**src/rtl/cpu_pkg.sv**
```systemverilog
// Shared definitions for the single-cycle MIPS CPU: reset PC, fetch FSM
// state encoding and next-PC source selection.
package cpu_pkg;

  localparam logic [31:0] RESET_PC_DEFAULT = 32'h0000_0000;

  typedef enum logic {
    RUN    = 1'b0,
    HALTED = 1'b1
  } fetch_state_t;

  typedef enum logic [2:0] {
    NPC_SEQ  = 3'd0,
    NPC_BR   = 3'd1,
    NPC_J    = 3'd2,
    NPC_JR   = 3'd3,
    NPC_HOLD = 3'd4
  } npc_sel_t;

endpackage

```
**src/rtl/sat_counter32.sv**
```systemverilog
// 32-bit event counter that sticks at all-ones instead of wrapping.
module sat_counter32
  import cpu_pkg::*;
(
  input  logic        clk,
  input  logic        rst_n,
  input  logic        inc,
  output logic [31:0] count
);

  always_ff @(posedge clk or negedge rst_n) begin
    if (!rst_n) begin
      count <= '0;
    end else if (inc && (count != '1)) begin
      count <= count + 32'd1;
    end
  end

endmodule

```
**src/rtl/instr_fetch_unit.sv**
```systemverilog
// PC register, next-PC selection and syscall halt/resume FSM feeding the
// asynchronous instruction ROM, plus the cycle/branch statistics counters.
module instr_fetch_unit
  import cpu_pkg::*;
#(
  parameter int          ADDR_WIDTH = 10,
  parameter int          DATA_WIDTH = 32,
  parameter logic [31:0] RESET_PC   = RESET_PC_DEFAULT
) (
  input  logic                  clk,
  input  logic                  rst_n,
  input  logic                  en,
  input  logic                  stall,
  input  logic                  branch_taken,
  input  logic [15:0]           branch_offset,
  input  logic                  jump,
  input  logic [25:0]           jump_target,
  input  logic                  jump_reg,
  input  logic [31:0]           reg_target,
  input  logic                  halt_req,
  input  logic                  go,
  output logic [ADDR_WIDTH-1:0] rom_addr,
  input  logic [DATA_WIDTH-1:0] rom_data,
  output logic [DATA_WIDTH-1:0] instr,
  output logic [31:0]           pc,
  output logic [31:0]           pc_plus4,
  output logic                  halted,
  output logic [31:0]           cycle_count,
  output logic [31:0]           uncond_count,
  output logic [31:0]           cond_count
);

  fetch_state_t state, state_nxt;
  npc_sel_t     npc_sel;
  logic [31:0]  pc_nxt;
  logic         cyc_inc, unc_inc, cond_inc;

  assign pc_plus4 = pc + 32'd4;
  assign rom_addr = pc[ADDR_WIDTH+1:2];
  assign instr    = rom_data;
  assign halted   = (state == HALTED);

  // Every decision is gated by en so a stalled divided clock freezes everything.
  always_comb begin
    state_nxt = state;
    npc_sel   = NPC_HOLD;
    cyc_inc   = 1'b0;
    unc_inc   = 1'b0;
    cond_inc  = 1'b0;
    if (en) begin
      case (state)
        RUN: begin
          cyc_inc = 1'b1;
          if (halt_req) begin
            state_nxt = HALTED;
          end else if (stall) begin
            npc_sel = NPC_HOLD;
          end else if (jump_reg) begin
            npc_sel = NPC_JR;
            unc_inc = 1'b1;
          end else if (jump) begin
            npc_sel = NPC_J;
            unc_inc = 1'b1;
          end else if (branch_taken) begin
            npc_sel  = NPC_BR;
            cond_inc = 1'b1;
          end else begin
            npc_sel = NPC_SEQ;
          end
        end
        HALTED: begin
          if (go) begin
            state_nxt = RUN;
            npc_sel   = NPC_SEQ;
          end
        end
        default: state_nxt = RUN;
      endcase
    end
  end

  always_comb begin
    pc_nxt = pc;
    case (npc_sel)
      NPC_SEQ:  pc_nxt = pc_plus4;
      NPC_BR:   pc_nxt = pc_plus4 + {{14{branch_offset[15]}}, branch_offset, 2'b00};
      NPC_J:    pc_nxt = {pc_plus4[31:28], jump_target, 2'b00};
      NPC_JR:   pc_nxt = {reg_target[31:2], 2'b00};
      default:  pc_nxt = pc;
    endcase
  end

  always_ff @(posedge clk or negedge rst_n) begin
    if (!rst_n) begin
      state <= RUN;
      pc    <= RESET_PC;
    end else begin
      state <= state_nxt;
      pc    <= pc_nxt;
    end
  end

  sat_counter32 u_cycle_cnt (
    .clk   (clk),
    .rst_n (rst_n),
    .inc   (cyc_inc),
    .count (cycle_count)
  );

  sat_counter32 u_uncond_cnt (
    .clk   (clk),
    .rst_n (rst_n),
    .inc   (unc_inc),
    .count (uncond_count)
  );

  sat_counter32 u_cond_cnt (
    .clk   (clk),
    .rst_n (rst_n),
    .inc   (cond_inc),
    .count (cond_count)
  );

endmodule

```
**config.mk**
```make
export PLATFORM = sky130hd
export DESIGN_NAME = instr_fetch_unit
export DESIGN_NICKNAME = d
export VERILOG_FILES = /design/src/rtl/cpu_pkg.sv /design/src/rtl/sat_counter32.sv /design/src/rtl/instr_fetch_unit.sv
export SDC_FILE = /design/constraint.sdc
export NUM_CORES = 1
export LEC_CHECK = 0
export CAP_MARGIN = 20
export CORE_MARGIN = 3
export CORE_UTILIZATION = 42
export DETAILED_ROUTE_END_ITERATION = 10
export PLACE_DENSITY = 0.79
export SYNTH_ARGS = -nofsm -noshare
export SYNTH_HDL_FRONTEND = slang
export SYNTH_SLANG_ARGS = --single-unit
```
**constraint.sdc**
```tcl
create_clock -name clk -period 3.7 [get_ports clk]
set_input_delay 1.11 -clock clk [delete_from_list [all_inputs] [get_ports clk]]
set_output_delay 1.11 -clock clk [all_outputs]
set_load 0.02 [all_outputs]
```
==> results.sh, run 1 <==
export IMPL_finalHoldViolCount=0
export IMPL_p_leak_nw=5.633
export IMPL_layout_common_cells="227 x clkdlybuf4s50_1, 126 x dfrtp_1, 118 x buf_4"
export IMPL_async_reset_ff_share_pct=100.0
export IMPL_synth_area_per_cell_sq_um=8.935
export IMPL_peakVddDrop_mv=0.3407
export IMPL_seq_area_sq_um=3179
export IMPL_grt_usage_pct=24.52
export IMPL_tns_ns=0
export IMPL_synth_distinct_cells=72
export IMPL_drcViolationCount=0
export IMPL_wl_met1_um=11840
export IMPL_drt_iter0_drc=541
export IMPL_vias=8783
export IMPL_die_h_um=152.2
export IMPL_worstSetupEndpointType="output port"
export IMPL_yosysTopAreaCellShare_pct=35.39
export IMPL_multi_input_area_sq_um=5464
export IMPL_fin_hold_ws_ns=0.4921
export IMPL_wl_met3_um=2699
export IMPL_setup_viol=0
export IMPL_tightest_slew_ns=0.5720
export IMPL_io_pins=318
export IMPL_diodes=0
export IMPL_yosys_area_top_type="dfrtp_1"
export IMPL_cts_sink_count=127
export IMPL_root_buffer="clkbuf_16"
export IMPL_pwr_share_seq_pct=21.9
export IMPL_grt_pass1_vias=8987
export IMPL_switching_share_pct=41.99
export IMPL_drt_pass1_iter_count=7
export IMPL_dp_hpwl_um=21960
export IMPL_crit_arrival_ns=2.48
export IMPL_synth_cells=1005
export IMPL_ys_seq_elements=127
export IMPL_crit_required_ns=2.59
export IMPL_cts_max_level=4
export IMPL_hold_path_class="reg2reg"
export IMPL_clkLatencyLatePin_ns=0.42
export IMPL_clock_path_buffers=2
export IMPL_grt_overflow_total=0
export IMPL_rsz0062_at_grt="true"
export IMPL_ys_seq_area_share_pct=35.39
export IMPL_yosysWarnings=0
export IMPL_combPwrFrac_pct=58.3
export IMPL_netlist_top_cells_area="dfrtp_1 35%, xnor2_1 9.3%, ha_1 5.6%"
export IMPL_power_mw=8.504
export IMPL_place_gp_congestion=0.9452
export IMPL_layout_commonest_cell="clkdlybuf4s50_1"
export IMPL_power_density_nw_per_um2=653.5
export IMPL_cts_hold_buf=0
export IMPL_portBuffers=247
export IMPL_detail_route_wl_per_cell_um=18.23
export IMPL_ant_nets=0
export IMPL_vias_per_cell=5.517
export IMPL_drive_gt1_share_pct=16.57
export IMPL_skew_ns=0.01249
export IMPL_antenna_found_initial=0
export IMPL_tritoncts="yes"
export IMPL_core_sq_um=20620
export IMPL_status="complete, no violations"
export IMPL_dp_slack_ns=-0.3340
export IMPL_clk_pin_slew_worst_paths_ns=0.07
export IMPL_num_rows=52
export IMPL_routed_wl_um=29020
export IMPL_post_route_period_util_pct=97.12
export IMPL_setup_worst_path_start_class="flip-flop"
export IMPL_layout_nets=1465
export IMPL_period_needed_ns=3.594
export IMPL_route_met2_wl_um=13920
export IMPL_worstSetupPathType="reg2out"
export IMPL_max_cap_violations=0
export IMPL_fmax_mhz=278.3
export IMPL_drv_slew=0
export IMPL_fp_dieW_um=152.2
export IMPL_synthFlopType="dfrtp_1"
export IMPL_cts_buffers=17
export IMPL_area_delta_synth_final_pct=44.91
export IMPL_synth_edf_count=0
export IMPL_p_int_mw=4.933
export IMPL_fin_ws_ns=0.1065
export IMPL_power_frac_clock_pct=19.8
export IMPL_worstPathMaxFanout=4
export IMPL_grt_max_degree=62
export IMPL_top_layer="met4"
export IMPL_die_area_sq_um=23170
export IMPL_grt_pass1_wl_um=47020
export IMPL_netlist_area_sq_um=8980
export IMPL_fillers=1711
export IMPL_switchingPower_mw=3.571
export IMPL_start_util_pct=43.54
export IMPL_maxSlewHeadroom_pct=61.51
[repair_timing]
action / in CTS / in global routing
resized for setup: 22 / 26
buffers inserted: 0 / 4
endpoints found under the setup margin: 18 / 21
pin swaps: 0 / 6
[power by group through the flow]
| stage | sequential (mW) | clock [mW] | combinational [mW] |
|---|---|---|---|
| after floorplan | 2.15 | 0 | 2.44 |
| after global placement | 1.86 | 0 | 4.75 |
| after detailed placement | 1.87 | 0 | 4.83 |
| after CTS | 1.85 | 1.72 | 4.80 |
| after global routing | 1.89 | 1.78 | 5.33 |
| final | 1.86 | 1.68 | 4.96 |
[routing by layer]
layer  track usage, %  vias up
li1                 -     4171
met1            30.74     4180
met2            41.17      386
met3            7.413       46
met4            6.849        0
met5                0        -
[state kept, by name, summed over array words and instances (netlist names)]
| name | count |
|---|---|
| pc | 30 |
| halted | 1 |
| u_cond_cnt.count | 32 |
| u_uncond_cnt.count | 32 |
| u_cycle_cnt.count | 32 |
[worst max-delay path, cell delays in order, from the launching register on]
cell and delay (ns):
dfrtp_1 0.45, and4_1 0.30, nand4_1 0.23, nor3_2 0.23, buf_4 0.16, xor2_1 0.28, dlygate4sd2_1 0.42
[synthesized netlist by cell type, types with 5 or more instances]
cell,n
dfrtp_1,127
nand2_1,109
xnor2_1,95
nor2_1,79
nand3_1,51
a21oi_1,49
buf_4,46
xor2_1,46
nand4_1,41
ha_1,40
o21ai_0,32
clkbuf_1,28
and3_1,22
inv_1,20
nor3_1,15
mux2i_1,13
and4_1,12
mux2_2,12
o22ai_1,12
a21o_1,11
a31oi_1,11
and2_1,11
a221oi_1,10
o221ai_1,10
a211oi_1,8
buf_2,8
nor2b_1,8
nor4_1,6
o211ai_1,5
o21a_1,5
o21bai_1,5
[worst paths after layout]
path	start	endpoint	slack (ns)	cells past startpoint
max in group asynchronous	rst_n	pc[12]	2.19	2
hold / removal	u_uncond_cnt.count[26]	u_uncond_cnt.count[26]	0.49	1
setup reg to reg	pc[16]	pc[31]	0.13	14
setup / recovery	pc[22]	pc_plus4[27]	0.11	6
hold reg to reg	u_uncond_cnt.count[26]	u_uncond_cnt.count[26]	0.49	1
min in group asynchronous	rst_n	u_cycle_cnt.count[9]	0.64	1
[cells by family after synthesis]
family                     Yosys count  share of synthesized area (%)
DFF                                127                          35.39
and+or+nand+nor                    378                          21.37
muxes                               26                          3.121
buffers and inverters              104                          6.465
AOI/OAI and AO/OA                  187                          14.06
adders and majority gates           41                          5.796
other                                1                        0.04176
xor gates and xnor gates           141                          13.75
[cell type report]
class                           instances  area share (%)
Timing Repair Buffer                  366           25.88
Sequential cell                       127           24.43
Clock inverter                         14           1.144
Inverter                               20          0.5769
Tap cell                              270           2.596
Multi-Input combinational cell        777           41.99
Clock buffer                           18           3.375
[metrics by stage]
step,cell area (sq um),utilization [%],cells
floorplan,9067,-,1008
global placement,12270,59.51,1556
detailed placement,12270,59.51,1556
CTS,12860,62.36,1588
global route,13010,63.09,1592
finish,13010,63.09,1592
(Power assumes the default switching activity.)
==> run 2, diff against run 1 <==
--- a/config.mk
+++ b/config.mk
@@ -9,7 +9,9 @@
 export CORE_MARGIN = 3
 export CORE_UTILIZATION = 42
 export DETAILED_ROUTE_END_ITERATION = 10
+export GPL_ROUTABILITY_DRIVEN = 0
 export PLACE_DENSITY = 0.79
 export SYNTH_ARGS = -nofsm -noshare
 export SYNTH_HDL_FRONTEND = slang
 export SYNTH_SLANG_ARGS = --single-unit
+export TNS_END_PERCENT = 50
==> results.sh, run 2 (synthesis results as in run 1) <==
export IMPL_max_cap_violations=0
export IMPL_cts_max_level=4
export IMPL_grt_usage_pct=24.34
export IMPL_combPwrFrac_pct=57.8
export IMPL_dp_slack_ns=-0.3728
export IMPL_grt_pass1_vias=8919
export IMPL_clkLatencyLatePin_ns=0.43
export IMPL_tightest_slew_ns=0.6938
export IMPL_die_h_um=152.2
export IMPL_pwr_share_seq_pct=22.0
export IMPL_dp_hpwl_um=22210
export IMPL_use_met1_pct=31.08
export IMPL_finalHoldViolCount=0
export IMPL_power_density_nw_per_um2=651.8
export IMPL_tritoncts="yes"
export IMPL_grt_max_degree=57
export IMPL_hold_path_class="reg2reg"
export IMPL_num_rows=52
export IMPL_post_route_period_util_pct=97.47
export IMPL_clock_path_buffers=2
export IMPL_vias_per_cell=5.526
export IMPL_crit_arrival_ns=2.50
export IMPL_clk_pin_slew_worst_paths_ns=0.06
export IMPL_switchingPower_mw=3.548
export IMPL_detail_route_wl_per_cell_um=17.98
export IMPL_vias=8797
export IMPL_fp_dieW_um=152.2
export IMPL_diodes=0
export IMPL_top_usage_layer="met2"
export IMPL_fmax_mhz=277.3
export IMPL_placed_cells=1557
export IMPL_setup_viol=0
export IMPL_drv_slew=0
export IMPL_gr_usage_met2_pct=39.69
export IMPL_area_delta_synth_final_pct=44.06
export IMPL_layout_common_cells="228 x clkdlybuf4s50_1, 125 x dfrtp_1, 120 x buf_4"
export IMPL_worstSetupEndpointType="output port"
export IMPL_layout_commonest_cell="clkdlybuf4s50_1"
export IMPL_period_needed_ns=3.607
export IMPL_layout_nets=1465
export IMPL_portBuffers=247
export IMPL_worstSetupPathType="reg2out"
export IMPL_utilization_pct=62.72
export IMPL_ant_nets=0
export IMPL_cts_sink_count=127
export IMPL_skew_ns=0.01125
export IMPL_setup_worst_path_start_class="flip-flop"
export IMPL_start_util_pct=43.54
export IMPL_drt_iter0_drc=570
export IMPL_largestRegisters="u_cond_cnt.count x32, u_cycle_cnt.count x32, u_uncond_cnt.count x32"
export IMPL_die_area_sq_um=23170
export IMPL_drt_pass1_iter_count=6
export IMPL_io_pins=318
export IMPL_cts_hold_buf=0
export IMPL_gr_usage_met3_pct=6.987
export IMPL_drive_gt1_share_pct=15.89
export IMPL_power_frac_clock_pct=20.2
export IMPL_p_int_mw=4.884
export IMPL_switching_share_pct=42.08
export IMPL_crit_required_ns=2.59
export IMPL_drcViolationCount=0
export IMPL_routed_wl_um=28630
export IMPL_cts_buffers=17
export IMPL_maxSlewHeadroom_pct=53.63
export IMPL_fin_ws_ns=0.09350
export IMPL_antenna_found_initial=1
export IMPL_grt_pass1_wl_um=46670
export IMPL_grt_overflow_total=0
export IMPL_peakVddDrop_mv=0.3426
export IMPL_core_sq_um=20620
export IMPL_status="complete, no violations"
export IMPL_stdcell_count=1592
export IMPL_rsz0062_at_grt="true"
export IMPL_root_buffer="clkbuf_16"
export IMPL_worstPathMaxFanout=4
export IMPL_p_leak_nw=5.612
run 2: final timing paths:
kind | cells past startpoint | slack [ns] | endpoint | start
setup / recovery | 8 | 0.09 | pc_plus4[22] | pc[2]
hold / removal | 1 | 0.50 | u_cycle_cnt.count[20] | u_cycle_cnt.count[20]
setup reg to reg | 14 | 0.15 | pc[31] | pc[15]
hold reg to reg | 1 | 0.50 | u_cycle_cnt.count[20] | u_cycle_cnt.count[20]
max in group asynchronous | 2 | 2.20 | u_uncond_cnt.count[0] | rst_n
min in group asynchronous | 1 | 0.62 | u_cycle_cnt.count[7] | rst_n
run 2: worst max-delay path: stages (launching register included):
cell and delay (ns):
dfrtp_1 0.40, ha_1 0.16, nand3_1 0.17, buf_4 0.21, nor3_1 0.19, buf_4 0.16, nand4_1 0.11, xnor2_1 0.28
dlygate4sd2_1 0.39
run 2: cell type report:
type	count	area (sq um)
clock buffer	17	425.4
fill	1678	7689
clock inverter	15	165.2
multi-input combinational	777	5384
timing repair buffer	366	3368
inverter	20	75.07
sequential	127	3181
tap	270	337.8
run 2: stage by stage:
stage / area (sq um) / hold WS [ns] / power [mW] / setup TNS (ns)
after floorplan: 9067 / 0.5891 / 4.582 / -0.09375
after global placement: 12270 / 0.4775 / 6.602 / -1.476
after detailed placement: 12270 / 0.4818 / 6.694 / -1.956
after CTS: 12840 / 0.4950 / 8.375 / 0
after global routing: 12940 / 0.5157 / 8.939 / -0.3217
final: 12940 / 0.4957 / 8.432 / 0
run 2: routing by layer:
layer  up-vias  wire [um]
met1      4177      11920
met5         -         12
met3        68       2543
li1       4166          -
met4         2        801
met2       384      13360
run 2: repair_timing:
item | 4_1_cts | 5_1_grt
gates resized for setup | 16 | 19
pin swaps | 0 | 8
hold endpoints to repair | 0 | 0
endpoints found under the setup margin | 15 | 21
setup buffers | 0 | 3
run 2: power by group through the flow:
stage                     Clock, mW  Combinational, mW  Sequential [mW]
after floorplan                   0               2.44             2.15
after global placement            0               4.74             1.86
after detailed placement          0               4.82             1.87
after CTS                      1.73               4.80             1.85
after global routing           1.80               5.25             1.89
final                          1.70               4.87             1.86
